## src/rtl/fpga_ddr3_dmaster_b2p.sv

```systemverilog
// ---------------------------------------------------------------------------
// fpga_ddr3_dmaster_b2p
//
// Byte-stream to Avalon-ST packet decoder for the DDR3 debug master path.
// Removes the in-band framing codes (0x7A SOP, 0x7B EOP, 0x7C channel,
// 0x7D escape) from the raw transport byte stream. Each remaining data byte
// becomes one beat carrying the current channel and any pending SOP/EOP.
//
// Ports:
//   clk, reset          single clock, asynchronous active-high reset
//   in_ready/valid/data encoded byte sink
//   out_ready/valid     decoded beat handshake (one-entry output register)
//   out_data            decoded data byte
//   out_channel         channel of the beat (low CHANNEL_WIDTH bits)
//   out_startofpacket   first byte of packet
//   out_endofpacket     last byte of packet
// ---------------------------------------------------------------------------
module fpga_ddr3_dmaster_b2p #(
    parameter int CHANNEL_WIDTH = 8
) (
    input  logic                     clk,
    input  logic                     reset,
    output logic                     in_ready,
    input  logic                     in_valid,
    input  logic [7:0]               in_data,
    input  logic                     out_ready,
    output logic                     out_valid,
    output logic [7:0]               out_data,
    output logic [CHANNEL_WIDTH-1:0] out_channel,
    output logic                     out_startofpacket,
    output logic                     out_endofpacket
);

    localparam logic [7:0] SOP_CODE  = 8'h7A;
    localparam logic [7:0] EOP_CODE  = 8'h7B;
    localparam logic [7:0] CHAN_CODE = 8'h7C;
    localparam logic [7:0] ESC_CODE  = 8'h7D;
    localparam logic [7:0] ESC_XOR   = 8'h20;

    typedef enum logic [1:0] {
        ST_DATA,
        ST_ESC,
        ST_CHAN,
        ST_CHAN_ESC
    } state_t;

    state_t                   state, next_state;
    logic                     sop_pending, sop_next;
    logic                     eop_pending, eop_next;
    logic [CHANNEL_WIDTH-1:0] channel_reg, channel_next;
    logic                     accept;
    logic                     emit;
    logic [7:0]               emit_byte;
    logic [7:0]               chan_byte;

    // The output register may drain and reload in the same cycle.
    assign in_ready = out_ready || !out_valid;
    assign accept   = in_valid && in_ready;

    // Escaped channel bytes are unescaped before truncation to the port width.
    assign chan_byte = (state == ST_CHAN_ESC) ? (in_data ^ ESC_XOR) : in_data;

    always_ff @(posedge clk or posedge reset) begin
        if (reset) begin
            state       <= ST_DATA;
            sop_pending <= 1'b0;
            eop_pending <= 1'b0;
            channel_reg <= '0;
        end else begin
            state       <= next_state;
            sop_pending <= sop_next;
            eop_pending <= eop_next;
            channel_reg <= channel_next;
        end
    end

    always_comb begin
        next_state   = state;
        sop_next     = sop_pending;
        eop_next     = eop_pending;
        channel_next = channel_reg;
        emit         = 1'b0;
        emit_byte    = in_data;
        if (accept) begin
            unique case (state)
                ST_DATA: begin
                    if (in_data == SOP_CODE)       sop_next   = 1'b1;
                    else if (in_data == EOP_CODE)  eop_next   = 1'b1;
                    else if (in_data == CHAN_CODE) next_state = ST_CHAN;
                    else if (in_data == ESC_CODE)  next_state = ST_ESC;
                    else                           emit       = 1'b1;
                end
                ST_ESC: begin
                    emit       = 1'b1;
                    emit_byte  = in_data ^ ESC_XOR;
                    next_state = ST_DATA;
                end
                ST_CHAN: begin
                    // Markers may interleave with the channel prefix.
                    if (in_data == SOP_CODE)       sop_next   = 1'b1;
                    else if (in_data == EOP_CODE)  eop_next   = 1'b1;
                    else if (in_data == CHAN_CODE) next_state = ST_CHAN;
                    else if (in_data == ESC_CODE)  next_state = ST_CHAN_ESC;
                    else begin
                        channel_next = CHANNEL_WIDTH'(chan_byte);
                        next_state   = ST_DATA;
                    end
                end
                ST_CHAN_ESC: begin
                    channel_next = CHANNEL_WIDTH'(chan_byte);
                    next_state   = ST_DATA;
                end
                default: next_state = ST_DATA;
            endcase
            // The beat consumes whatever markers were pending.
            if (emit) begin
                sop_next = 1'b0;
                eop_next = 1'b0;
            end
        end
    end

    // One-entry output register. Data fields only change on a new beat,
    // so they hold stable under backpressure.
    always_ff @(posedge clk or posedge reset) begin
        if (reset) begin
            out_valid         <= 1'b0;
            out_data          <= '0;
            out_channel       <= '0;
            out_startofpacket <= 1'b0;
            out_endofpacket   <= 1'b0;
        end else if (emit) begin
            out_valid         <= 1'b1;
            out_data          <= emit_byte;
            out_channel       <= channel_reg;
            out_startofpacket <= sop_pending;
            out_endofpacket   <= eop_pending;
        end else if (out_ready) begin
            out_valid <= 1'b0;
        end
    end

endmodule

```

## config.mk

```make
export PLATFORM = sky130hd
export DESIGN_NAME = fpga_ddr3_dmaster_b2p
export DESIGN_NICKNAME = d
export VERILOG_FILES = /design/src/rtl/fpga_ddr3_dmaster_b2p.sv
export SDC_FILE = /design/constraint.sdc
export NUM_CORES = 1
export LEC_CHECK = 0
export ABC_AREA = 1
export CORE_UTILIZATION = 45
export DETAILED_ROUTE_END_ITERATION = 7
export PLACE_DENSITY = 0.72
export SYNTH_ARGS = -nofsm -noshare
export SYNTH_HDL_FRONTEND = slang
export SYNTH_SLANG_ARGS = --single-unit
```

## constraint.sdc

```tcl
create_clock -name clk -period 1.3 [get_ports clk]
set_clock_uncertainty 0.05 [all_clocks]
set_input_delay 0.13 -clock clk [delete_from_list [all_inputs] [get_ports clk]]
set_output_delay 0.13 -clock clk [all_outputs]
set_load 0.01 [all_outputs]
```

-- Yosys cells after proc, flatten, opt, wreduce, memory -nomap -nowiden
Index checks and enable logic that the tools add are counted.
- multiplexer cells: 33
- equality and inequality tests: 15
- bitwise gates (word level): 1
- reductions and logical operators: 15
- operators by type and width (operator ; number):
    == test 8 x 7 -> 1 bit, second input constant ; 4
    two-way mux 8 bit ; 4
    two-way mux 6 bit ; 3
    two-way mux 2 bit ; 8
    one-hot mux 8 bit (2 select lines) ; 1
    two-way mux 1 bit ; 15
    != test 2 bit, second input constant ; 6
    AND reduction 6 bit ; 2
    nonzero test 2 bit ; 5
    one-hot mux 2 bit (3 select lines) ; 1
    == test 2 bit, second input constant ; 2
    AND reduction 4 bit ; 1
    OR reduction 2 bit ; 2
    != test 3 bit, second input constant ; 1
    AND reduction 3 bit ; 1
    == test 2 x 1 -> 1 bit, second input constant ; 1
    zero test 2 bit ; 1
    != test 2 x 1 -> 1 bit, second input constant ; 1
    one-hot mux 1 bit (2 select lines) ; 1
    logical AND 1 bit ; 1
    zero test 1 bit ; 1
    logical OR 1 bit ; 1
    NOT 1 bit ; 1
- bits in registers: 31
- output and inout port bits: 20
- word-level logic and storage cells: 73

-- Logic depth before layout (Yosys ltp)
- word-level depth: 9
- gate-level depth with buffers: 10

-- Worst setup path before layout
OpenSTA, ideal clock, no wires.
- kind: reg-to-reg
- from: reg out_valid
- to: reg out_channel[0]
- setup time: 117 ps
- clock period less this slack: 1370 ps
- buffers on the path: 1
- data arrival time: 1203 ps
- setup slack: -70 ps
- stages on the path, launching flop included: 8
- cell sequence: dfrtp_1 a21boi_2 inv_1 nor2_2 nand2_4 buf_6 nand2_1 nand2_1
- cells in the longest elaborated chain, start to end: 4
- ends and longest elaborated chain (item ; RTL line ; source):
    from (decl) ; 27 ; output logic out_valid,
    from (signal assigned) ; 127 ; out_valid <= 1'b0;
    from (signal assigned) ; 133 ; out_valid <= 1'b1;
    from (signal assigned) ; 139 ; out_valid <= 1'b0;
    zero test 1 bit ; 57 ; assign in_ready = out_ready || !out_valid;
    logical OR 1 bit ; 57 ;
    logical AND 1 bit ; 58 ; assign accept = in_valid && in_ready;
    two-way mux 1 bit ; 84 ; if (accept) begin
    to (signal assigned) ; 135 ; out_channel <= channel_reg;
    to (decl) ; 29 ; output logic [CHANNEL_WIDTH-1:0] out_channel,
Every way passes these cells.
A chain may end at the register's enable or synchronous reset.

-- Worst setup path in the final report
- from: reg out_valid
- to: reg out_data[3]
- cells in the longest elaborated chain, start to end: 4
- elaborated cells on any way between the ends: 5
- classes of those cells: mux: 2; reduce/logical: 3
- ends and longest elaborated chain (item ; RTL line ; source):
    zero test 1 bit * ; 57 ;
    logical OR 1 bit * ; 57 ;
    logical AND 1 bit * ; 58 ;
    two-way mux 6 bit or two-way mux 1 bit (tied branches) ; 84 ;
    to (signal assigned) ; 134 ; out_data <= emit_byte;
    to (decl) ; 28 ; output logic [7:0] out_data,
Every way passes the cells marked *; elsewhere a longest branch is shown, timed or not.

==> impl_metrics.tcl <==
set metrics [dict create \
    fin_crit_ns 1.32 \
    critPathMaxStageDelay_ns 0.42 \
    pwr-share-seq_pct 50.3 \
    h-tree-depth 2 \
    cts_buffer_depth 2 \
    crit_chain "a21boi_2 -> inv_2 -> nor2_4 -> buf_12 -> buf_12 -> nand3_2 -> nand2_1" \
    syn_inst 186 \
    worst_hold_slack_ns 0.0821 \
    fmax_mhz 760 \
    synthArstFlopShare_pct 100 \
    dpl_worst_slack_ns -0.444 \
    clkSlewWorstSetupHoldPaths_ns 0.10 \
    final_cell_mix "74 x nand2_1, 31 x dfrtp_1, 27 x dlygate4sd2_1" \
    vias_per_cell 5.20 \
    hold_path.class "in -> async" \
    grt_pass1_vias 1391 \
    wl_mm 4.25 \
    cts-root-buf "clkbuf_4" \
    startpoint_type "flip-flop" \
    worstSetupPathType "reg -> reg" \
    grtUsageTotal_pct 23.9 \
    syn_to_final_growth_pct 56.6 \
    yosysWarnings 0 \
    p_leak_uw 0.00124 \
    grt_max_degree 32 \
    firstDrtPassIters 4 \
    failed_checks "setup timing" \
    crit_path_max_fanout 8 \
    max-slew-margin-rel_pct 86.2 \
    cts_sinks 31 \
    setup-tns-final_ns -0.0176 \
    p_clk_share_pct 25.7 \
    ios 32 \
    synth_seq_cells 31 \
    nets 262 \
    endpoint_kind "flip-flop" \
    layout.cells.most_common "nand2_1" \
    rows 20 \
    maxCapViolations 0 \
    cts_tree "yes" \
    period_share_pct 101 \
    drtIter0Drc 74 \
    gr-total-overflow 0 \
    irDropWorstVdd_uv 604 \
    n_antenna_cell 0 \
    hpwl_mm 2.69 \
    start_util_pct 48.0 \
    dieArea_um2 3540 \
    slowest_stage "dfrtp_1" \
    grt_pass1_wl_mm 6.07 \
    synth_cell_type_count 20 \
    status "complete, but fails checks" \
    p_switching_uw 660 \
    vias 1533 \
    antenna_found_initial 0 \
    syn_avg_cell_area_um2 8.00 \
    syn-num-nets 198 \
    dieWidth_um 59.5 \
    setup_viol 2 \
    cell_internal_pwr_uw 1440 \
    wl_per_cell_um 14.4 \
    ys.flop_type "dfrtp_1" \
    tightest_slew_ns 0.205 \
    dieHeight_um 59.5 \
    rsz0062_at_grt "yes" \
    insertion_delay_ns 0.32 \
    setup_slack_ns -0.0154 \
    critPathMostFrequentCell "buf_12" \
    finalHoldViolCount 0 \
    switching_share_pct 31.5 \
    synth_edf_count 0 \
    comb_power_share_pct 24.0 \
    drive_gt1_share_pct 34.3 \
    yosysSeqAreaShare_pct 52.1 \
    drcViolationCount 0 \
    gp_congestion 0.946 \
    slew_violations 0 \
    numPortBuffers 31 \
    required_ns 1.51 \
    pwr_density_cell_nw_per_um2 899 \
    ant_nets 0 \
    worst-endpoint-arrival_ns 1.53 \
    numCtsBuffers 5 \
    core_area_um2 3100 \
    synth_area_um2 1490 \
]
[power groups by stage]
stage	sequential, uW	combinational [uW]	clock, uW
after global routing	1060	545	601
after global placement	1070	429	0
after detailed placement	1070	441	0
after CTS	1050	443	559
final	1050	503	539
after floorplan	1090	172	0
[critical path: cells and delay by family, from the launching register on]
family	cells	cell delay, ns
AO/OA/AOI/OAI	1	0.16
AND/OR/NAND/NOR	3	0.25
buffers and inverters	3	0.37
flip-flops	1	0.42
[final cells by class]
type,instances,area (um^2)
tap,44,55.1
multi-input combinational,142,845
timing repair buffer,59,563
sequential,31,776
clock buffer,5,37.5
clock inverter,3,15.0
fill,250,771
inverter,11,41.3
[cells in the mapped netlist, types with 2 or more instances]
cell / count / area [um^2]
nor2_2: 2 / 12.5
o21ai_2: 2 / 17.5
nand2_4: 2 / 22.5
o21ai_1: 2 / 10.0
nand3_1: 28 / 140
o21ai_0: 2 / 10.0
nand2_1: 81 / 304
inv_2: 3 / 11.3
nor2_1: 10 / 37.5
nor2_4: 2 / 22.5
inv_1: 8 / 30.0
dfrtp_1: 31 / 776
a21oi_2: 2 / 17.5
buf_2: 4 / 20.0
nand2_2: 2 / 12.5
[cell families after synthesis]
family	share of synthesized area (%)
AOI/OAI and AO/OA	4.79
xor gates and xnor gates	1.18
buffers and inverters	4.87
DFF	52.1
and+or+nand+nor	37.1
[final timing paths]
check / from / end / slack (ns) / depth (start not counted)
max: out_valid$_DFFE_PP0P_ / out_data[3]$_DFFE_PP0P_ / -0.02 / 7
min: reset / eop_pending$_DFFE_PP0P_ / 0.08 / 3
max reg2reg: out_valid$_DFFE_PP0P_ / out_data[3]$_DFFE_PP0P_ / -0.02 / 7
min reg2reg: out_channel[7]$_DFFE_PP0P_ / out_channel[7]$_DFFE_PP0P_ / 0.42 / 2
max in group asynchronous: reset / channel_reg[5]$_DFFE_PP0P_ / 0.95 / 3
min in group clk: in_data[2] / out_data[2]$_DFFE_PP0P_ / 0.20 / 3
[metrics by stage]
| step | area [um^2] | instances | util (%) | total power, uW |
|---|---|---|---|---|
| 2_1_floorplan | 1490 | 186 | - | 1270 |
| 3_3_place_gp | 2010 | 278 | 64.6 | 1500 |
| 3_5_place_dp | 2010 | 278 | 64.6 | 1510 |
| 4_1_cts | 2140 | 290 | 68.8 | 2050 |
| 5_1_grt | 2330 | 295 | 75.2 | 2210 |
| 6_report | 2330 | 295 | 75.2 | 2100 |
[per-layer routing]
metal | up-vias | part of all wire (%) | track usage [%]
met1 | 758 | 40 | 28.4
met2 | 43 | 54 | 42.9
met4 | 0 | 1.9 | 6.98
met5 | - | 0 | 0
met3 | 8 | 4.2 | 5.24
li1 | 724 | - | -
[timing repair]
| item | in CTS | in global routing |
|---|---|---|
| resized for setup | 46 | 33 |
| pin swaps | 10 | 38 |
| endpoints found under the setup margin | 51 | 31 |
| gates cloned | 3 | 2 |
| setup buffers | 1 | 3 |
| hold buffers | 0 | 0 |
(Power assumes the default switching activity.)
